File: src/rtl/math_addsub_multiword_seq.sv
// math_addsub_multiword_seq: wide add/subtract computed one N-bit word per cycle, LSW first,
// with the carry/borrow registered between words.
module math_addsub_multiword_seq #(
  parameter int N     = 8,
  parameter int WORDS = 4
) (
  input  logic                 i_clk,
  input  logic                 i_rst_n,
  input  logic                 i_valid,
  output logic                 o_ready,
  input  logic [N*WORDS-1:0]   i_a,
  input  logic [N*WORDS-1:0]   i_b,
  input  logic                 i_sub,
  output logic                 o_valid,
  input  logic                 i_ready,
  output logic [N*WORDS-1:0]   o_sum,
  output logic                 o_carry,
  output logic                 o_ovf,
  output logic                 o_busy
);
  localparam int W  = N * WORDS;
  localparam int CW = $clog2(WORDS);

  typedef enum logic [1:0] {S_IDLE, S_RUN, S_DONE} state_t;

  state_t          r_state, w_state_nxt;
  logic [W-1:0]    r_a, r_b;
  logic            r_sub, r_c;
  logic [CW-1:0]   r_idx;
  logic [N-1:0]    w_a_word, w_b_word, w_sum;
  logic            w_cout, w_last;

  assign w_a_word = r_a[r_idx*N +: N];
  assign w_b_word = r_b[r_idx*N +: N] ^ {N{r_sub}};
  assign {w_cout, w_sum} = {1'b0, w_a_word} + {1'b0, w_b_word} + {{N{1'b0}}, r_c};
  assign w_last = (r_idx == CW'(WORDS - 1));
  assign o_ready = (r_state == S_IDLE);
  assign o_busy  = (r_state != S_IDLE);

  always_comb begin
    w_state_nxt = r_state;
    case (r_state)
      S_IDLE:  w_state_nxt = i_valid ? S_RUN : S_IDLE;
      S_RUN:   w_state_nxt = w_last ? S_DONE : S_RUN;
      S_DONE:  w_state_nxt = i_ready ? S_IDLE : S_DONE;
      default: w_state_nxt = S_IDLE;
    endcase
  end

  always_ff @(posedge i_clk or negedge i_rst_n) begin
    if (!i_rst_n) begin
      r_state <= S_IDLE;
      r_a     <= '0;
      r_b     <= '0;
      r_sub   <= 1'b0;
      r_c     <= 1'b0;
      r_idx   <= '0;
      o_sum   <= '0;
      o_carry <= 1'b0;
      o_ovf   <= 1'b0;
      o_valid <= 1'b0;
    end else begin
      r_state <= w_state_nxt;
      if (r_state == S_IDLE && i_valid) begin
        r_a   <= i_a;
        r_b   <= i_b;
        r_sub <= i_sub;
        r_c   <= i_sub;
        r_idx <= '0;
      end
      if (r_state == S_RUN) begin
        o_sum[r_idx*N +: N] <= w_sum;
        r_c   <= w_cout;
        r_idx <= w_last ? '0 : r_idx + 1'b1;
        if (w_last) begin
          // signed overflow: operands agree in sign but the result does not
          o_carry <= w_cout;
          o_ovf   <= (w_a_word[N-1] == w_b_word[N-1]) && (w_sum[N-1] != w_a_word[N-1]);
          o_valid <= 1'b1;
        end
      end
      if (r_state == S_DONE && i_ready)
        o_valid <= 1'b0;
    end
  end
endmodule
File: config.mk
export PLATFORM = sky130hd
export DESIGN_NAME = math_addsub_multiword_seq
export DESIGN_NICKNAME = d
export VERILOG_FILES = /design/src/rtl/math_addsub_multiword_seq.sv
export SDC_FILE = /design/constraint.sdc
export NUM_CORES = 1
export LEC_CHECK = 0
export BUFFER_PORTS_ARGS = -buffer_cell sky130_fd_sc_hd__buf_2
export CELL_PAD_IN_SITES_DETAIL_PLACEMENT = 0
export CELL_PAD_IN_SITES_GLOBAL_PLACEMENT = 2
export CORE_ASPECT_RATIO = 0.8
export CORE_MARGIN = 3
export CORE_UTILIZATION = 40
export DETAILED_ROUTE_END_ITERATION = 8
export PLACE_DENSITY_LB_ADDON = 0.2
export SYNTH_ARGS = -nofsm -noshare
export SYNTH_HDL_FRONTEND = slang
export SYNTH_SLANG_ARGS = --single-unit
File: constraint.sdc
create_clock -name i_clk -period 5.2 [get_ports i_clk]
set_input_delay 0.78 -clock i_clk [delete_from_list [all_inputs] [get_ports i_clk]]
set_output_delay 0.78 -clock i_clk [all_outputs]
set_load 0.05 [all_outputs]
Word level (Yosys, flattened, before mapping):

Index checks and enable logic that the tools add are counted.
W data, S select, Z words.

* flip-flop bits (word level): 105
* input bits: 69
* output and inout bits: 37
* word-level logic and storage cells: 47

* add/sub/neg operators: 4
* equal/unequal tests: 5
* shifts and indexed selects: 4
* muxes and demuxes: 13
* bitwise gates (word level): 1
* reduce and logical (&&, ||, !) cells: 10

Operator list (number)
* $shiftx A32 B6 Y8: 2
* $neg A5 Y34: 1
* $shift A8 B34 Y32 const A: 1
* $shiftx A8 B34 Y32: 1
* $bwmux W32: 1
* $mux W2: 5
* $add A8 B8 Y9: 1
* $add A9 B1 Y9: 1
* $reduce_bool A2 Y1: 4
* $xor A8 B8 Y8: 1
* $mux W1: 6
* $pmux W2 S3: 1
* $eq A2 B2 Y1 const B: 2
* $reduce_and A2 Y1: 2
* $logic_and A1 B1 Y1: 3
* $add A2 B1 Y2 const B: 1
* $eq A2 B1 Y1 const B: 1
* $logic_not A2 Y1: 1
* $eq A1 B1 Y1: 1
* $ne A1 B1 Y1: 1

Depth between registers and ports, before layout:

Gate-level depths: netlist (run 1).

* depth in word-level cells: 6
* depth in mapped cells: 11
* gate-level depth less buffers: 9

Worst setup path after synthesis (run 1):

No wires, ideal clock.

* kind: reg2reg
* start point: register r_idx[0]
* end point: register o_sum[30]
* library setup time: 0.121 ns
* arrival: 2.845 ns
* required time: 5.079 ns
* setup slack: 2.234 ns
* stages on the path, launching flop included: 11
* buffers on the path: 1
* period minus slack after synthesis: 2.966 ns
* cell sequence: dfrtp_1 -> buf_6 -> mux4_2 -> xnor2_1 -> fa_1 -> fa_1 -> nand2b_1 -> a21oi_1 -> a211oi_2 -> xnor2_1 -> a22o_1

* word-level cells in the longest chain between the ends: 6
* elaborated cells on any way between the ends: 9
* classes of those cells: add/sub: 3; shift: 4; mux: 1; bitwise: 1

Ends and longest elaborated chain
* start: declaration: RTL line 29 `logic [CW-1:0] r_idx;`
* start signal: assignment: RTL line 74 `r_idx <= w_last ? '0 : r_idx + 1'b1;`
* $shiftx A32 B6 Y8: RTL line 34 `assign w_b_word = r_b[r_idx*N +: N] ^ {N{r_sub}};`
* $xor A8 B8 Y8: RTL line 34
* $add A8 B8 Y9: RTL line 35 `assign {w_cout, w_sum} = {1'b0, w_a_word} + {1'b0, w_b_word} + {{N{1'b0}}, r_c};`
* $add A9 B1 Y9: RTL line 35
* $shiftx A8 B34 Y32: RTL line 72 `o_sum[r_idx*N +: N] <= w_sum;`
* $bwmux W32 *: RTL line 72
* end signal: indexed assignment: RTL line 72
* end: declaration: RTL line 16 `output logic [N*WORDS-1:0] o_sum,`

Every way passes the cells marked *; elsewhere a longest branch is shown, timed or not.
A chain may end at the register's enable or synchronous reset.

Worst setup path in the final report (run 1):

* start point: register r_idx[0]
* end point: register o_sum[22]

The elaborated chain is that of the path after synthesis.

==> flow_summary.yaml, run 1 <==
run_status:
  status: "finished, final reports clean"
floorplanning:
  die_h_um: 104
  io_pins: 106
  die_area_sq_mm: 0.0135
  fp.dieW_um: 129
  core-area_sq_mm: 0.0117
  rows: 35
  floorplan.initialDensity_pct: 41.5
yosys:
  syn_area_sq_mm: 0.00485
  synthTopCellsByArea: "dfrtp_1 54%, mux2_2 14%, mux4_2 7.4%, a22o_1 3.6%, ha_1 3.4%"
  syn_inst: 344
  synth_edf_count: 0
  synth-simple-area-share_pct: 5.27
  synth_warnings: 0
  synth_most_common_cell: "dfrtp_1"
  synthAdderAreaFrac_pct: 4.18
  synth_compound_area_share_pct: 7.67
  muxShareOfSynthArea_pct: 23.0
  ys_async_sr_fraction_pct: 100
  synth_common_cells: "105 x dfrtp_1, 59 x mux2_2, 24 x nand2_1"
  synth_xor_area_share_pct: 2.71
  yosysUniqueCellTypes: 40
  synth.ff_latch_count: 105
  yosys.area.top_type: "dfrtp_1"
  yosysTopAreaCellShare_pct: 54.2
  syn_nets: 428
  synth_ff_type: "dfrtp_1"
  avgSynthCellArea_sq_um: 14.1
  synth_top_family_by_area: "multiplexers"
  ys_seq_area_share_pct: 54.2
placed_design:
  gp_congestion: 0.770
  dp_cells: 585
  dp.final_hpwl_um: 7740
  placement.io_buffers: 105
detailed_routing:
  ant_nets: 0
  drc: 0
  post_drt_wl_per_cell_um: 17.8
  wl_um: 10700
  dr.pass1.iters: 4
  vias_per_cell: 5.14
  drt_iter0_drc: 127
  via_count: 3091
sta:
  grt_setup_unrepaired: "false"
  hold_violations: 0
  min_period_ns: 3.29
  fin_tns_setup_ns: 0
  fin_crit_sh_pct: 63.3
  fmax_mhz: 304
  slew_headroom_pct: 37.6
  fin_skew_ns: 0.00800
  slew_viol_final: 0
  tightest_slew_ns: 0.937
  hold_ws_ns: 0.475
  setup_viol: 0
finish:
  drive_above_1_share_pct: 47.2
  fillerInstances: 1031
  area_growth_pct: 19.1
  seq_area_sq_mm: 0.00263
  final_core_util_pct: 49.4
  antenna-diode-count: 0
  nNetsFinal: 532
  multi_input_area_sq_mm: 0.00208
  final_cells: 601
worst_hold_path:
  hp-class: "reg -> reg"
  min-delay-start: "o_sum[25]"
  holdPathStages: 2
  whs_endpoint: "o_sum[25]"
clock_tree:
  clockBufferDepth: 2
  root_buffer: "clkbuf_16"
  cts-hold-fix-buffers: 0
  worstSkewPairLatency_ns: 0.35
  post_cts_resized: 0
  numCtsBuffers: 9
  htreeDepth: 3
  clk_pin_slew_ns: 0.07
  tritoncts: "yes"
  cts_setup_buffers: 0
  cts_sinks: 105
setup_path:
  critPathRequiredTime_ns: 5.49
  reg2regPathDepth: 10
  cp_slowest_cell: "dfrtp_1"
  r2r_start: "r_idx[0]"
  r2r_slack_ns: 1.91
  path_cells: "buf_4, mux4_2, xor2_1, inv_1, fa_1, nand2b_1, a21oi_1, a211oi_2, xnor2_1, a22o_1"
  max_stage_delay_ns: 0.60
  rr_endpoint: "o_sum[22]"
  crit_arrival_ns: 3.58
  cp-end-kind: "flip-flop"
  critPathMaxFanout: 19
  worstSetupPathType: "reg -> reg"
  crit_path_start_kind: "flip-flop"
global_routing:
  antenna_found_initial: 0
  grt_max_degree: 70
  grt_use_total_pct: 16.7
  grt_pass1_vias: 3195
  grt_pass1_wl_um: 17300
  overflow: 0
run:
  maxCapViolations: 0
-- routing by layer --
metal / up-vias / global-route usage [%] / part of all wire [%]
met5: - / 0 / 0
met4: 0 / 3.82 / 0.94
met3: 8 / 5.24 / 5.3
met2: 72 / 24.8 / 45
met1: 1553 / 23.9 / 49
li1: 1458 / - / -
-- cell usage in the layout, fill, tap and decap left out, types with 2 or more instances in the layout --
cell / n
a22o_1: 20
a21oi_1: 8
xor2_1: 10
clkinvlp_4: 3
nand2_1: 24
mux2_4: 6
fa_1: 2
xnor2_1: 5
mux4_2: 16
inv_1: 8
nand2_2: 4
nor2_1: 8
nand4_1: 4
buf_4: 4
dfrtp_1: 105
mux2_2: 59
nor2_2: 2
o31ai_1: 4
clkbuf_16: 9
nand2b_1: 3
buf_2: 104
o21ai_0: 13
ha_1: 13
-- worst max path at each step --
stage                     startpoint   endpoint  slack, ns  cells past startpoint
after detailed placement    r_idx[0]  o_sum[22]       1.88                     10
after CTS                   r_idx[0]  o_sum[22]       1.87                     10
final                       r_idx[0]  o_sum[22]       1.91                     10
after global placement      r_idx[0]   o_sum[6]       1.96                     10
after floorplan             r_idx[0]  o_sum[30]       2.23                     10
after global routing        r_idx[0]  o_sum[30]       1.60                     10
-- area by class of cell --
class	count	area share, %
clock inverter	6	1.15
timing repair buffer	108	9.53
clock buffer	10	4.14
inverter	8	0.520
multi-input combinational	216	35.9
sequential	105	45.5
tap	148	3.21
-- logic make-up after synthesis --
group	after synthesis
flops	105
mux	81
compound gates	53
simple gates	52
buf+inv	23
xor+xnor	15
fa+ha+maj	15
-- sequential cells by signal, indices dropped and copies added (netlist names) --
name,cells
o_sum,32
r_a,32
r_b,32
r_idx,2
r_state,2
o_carry,1
o_ovf,1
o_valid,1
r_c,1
r_sub,1
-- critical path: cells and delay by family (launching register included) --
family	cells	cell delay [ns]
buf+inv	2	0.49
simple gates	1	0.19
flops	1	0.60
compound gates	3	0.43
xor+xnor	2	0.53
fa+ha+maj	1	0.43
mux	1	0.57
-- through the flow --
stage                     area, sq um  worst slack (ns)
after detailed placement         5470              1.88
final                            5770              1.91
after global routing             5770              1.60
after global placement           5470              1.96
after floorplan                  4850              2.23
after CTS                        5770              1.87
Power of run 1 is not shown: default switching activity piles up to over one toggle a cycle in this logic, so the estimate is an artifact.
==> run 2, diff against run 1 <==
Settings changed: CORE_UTILIZATION 40 to 37.
Clock period 5.2 ns to 3.1 ns, I/O delays scaled along.
==> flow_summary.yaml, run 2 (synthesized netlist as in run 1, its figures left out) <==
run_status:
  status: "finished, final reports clean"
detailed_routing:
  wl_um: 11000
  drt_iter0_drc: 164
  ant_nets: 0
  post_drt_wl_per_cell_um: 17.5
  via_count: 3084
  dr.pass1.iters: 4
  drc: 0
  vias_per_cell: 4.92
setup_path:
  max_stage_delay_ns: 0.52
  cp_common_cell: "fa_1"
  cp_num_buf_inv: 0
  worstSetupPathType: "reg -> reg"
  critPathMaxFanout: 4
  crit_path_start_kind: "flip-flop"
  crit_arrival_ns: 3.13
  cp_slowest_cell: "mux4_2"
  crit_family: "adder cells"
  cp-end-kind: "flip-flop"
  path_cells: "mux4_2, xnor2_1, fa_1, fa_1, nand2b_1, a21oi_1, a211oi_2, xnor2_2, a22o_1"
  critPathRequiredTime_ns: 3.34
clock_tree:
  clockBufferDepth: 2
  tritoncts: "yes"
  worstSkewPairLatency_ns: 0.35
  htreeDepth: 3
  root_buffer: "clkbuf_16"
  cts_setup_buffers: 0
  cts-hold-fix-buffers: 0
  cts_sinks: 105
  post_cts_resized: 0
  clk_pin_slew_ns: 0.07
  numCtsBuffers: 9
global_routing:
  grt_use_total_pct: 16.1
  antenna_found_initial: 0
  overflow: 0
  grt_pass1_wl_um: 17900
  grt_pass1_vias: 3256
  grt_max_degree: 70
finish:
  area_growth_pct: 21.4
  antenna-diode-count: 0
  largestRegisters: "o_sum: 32 flops, r_a: 32 flops, r_b: 32 flops"
  drive_above_1_share_pct: 47.8
  final_cells: 627
  mostFrequentLayoutCells: "105 x dfrtp_1, 104 x buf_2, 59 x mux2_2, 24 x nand2_1, 20 x a22o_1"
  nNetsFinal: 535
  fillerInstances: 1151
  layout_commonest_cell: "dfrtp_1"
floorplanning:
  rows: 36
  floorplan.initialDensity_pct: 38.8
  core-area_sq_mm: 0.0125
  io_pins: 106
  die_area_sq_mm: 0.0145
  die_h_um: 108
  fp.dieW_um: 134
sta:
  slew_viol_final: 0
  fin_skew_ns: 0.00366
  setup_viol: 0
  slew_headroom_pct: 36.4
  fin_crit_sh_pct: 93.2
  grt_setup_unrepaired: "false"
  fmax_mhz: 346
  hold_violations: 0
  min_period_ns: 2.89
  fin_tns_setup_ns: 0
  tightest_slew_ns: 0.954
placed_design:
  dp.final_hpwl_um: 8080
  gp_congestion: 0.775
  placement.io_buffers: 105
  dp_cells: 611
worst_hold_path:
  hp-class: "in -> async"
run:
  maxCapViolations: 0
==> run 2: cell type report <==
type	count	area (sq um)	area share, %
Tap cell	171	214	3.64
Multi-Input combinational cell	216	2080	35.4
Sequential cell	105	2630	44.7
Clock buffer	10	239	4.06
Timing Repair Buffer	111	586	9.95
Inverter	8	30.0	0.510
Clock inverter	6	105	1.79
==> run 2: worst paths after layout <==
| kind | start | end | slack (ns) | cells after the start |
|---|---|---|---|---|
| max in group asynchronous | i_rst_n | r_b[25] | 2.29 | 2 |
| hold reg to reg | o_sum[17] | o_sum[17] | 0.48 | 2 |
| setup reg to reg | r_idx[0] | o_sum[30] | 0.21 | 9 |
| min in group i_clk | i_ready | r_state[1] | 0.30 | 2 |
| hold / removal | i_rst_n | r_a[8] | 0.09 | 1 |
| setup / recovery | r_idx[0] | o_sum[30] | 0.21 | 9 |
==> run 2: per-layer routing <==
layer	GRT usage [%]	wire [um]	share of wire, %	vias to the layer above
met5	0	0	0	-
met4	4.85	133	1.2	0
met3	4.19	553	5.0	10
met2	23.5	4810	44	69
met1	23.7	5490	50	1542
li1	-	-	-	1463
==> run 2: metrics by stage <==
| step | worst slack [ns] | area, sq um | hold WS, ns | utilization (%) |
|---|---|---|---|---|
| 5_1_grt | 0.0364 | 5880 | 0.131 | 47.2 |
| 3_5_place_dp | 0.165 | 5530 | 0.474 | 44.3 |
| 6_report | 0.211 | 5880 | 0.0858 | 47.2 |
| 4_1_cts | 0.151 | 5880 | 0.110 | 47.1 |
| 2_1_floorplan | 0.134 | 4850 | 0.169 | - |
| 3_3_place_gp | 0.225 | 5530 | 0.461 | 44.3 |
Power of run 2 is left out for the same reason.
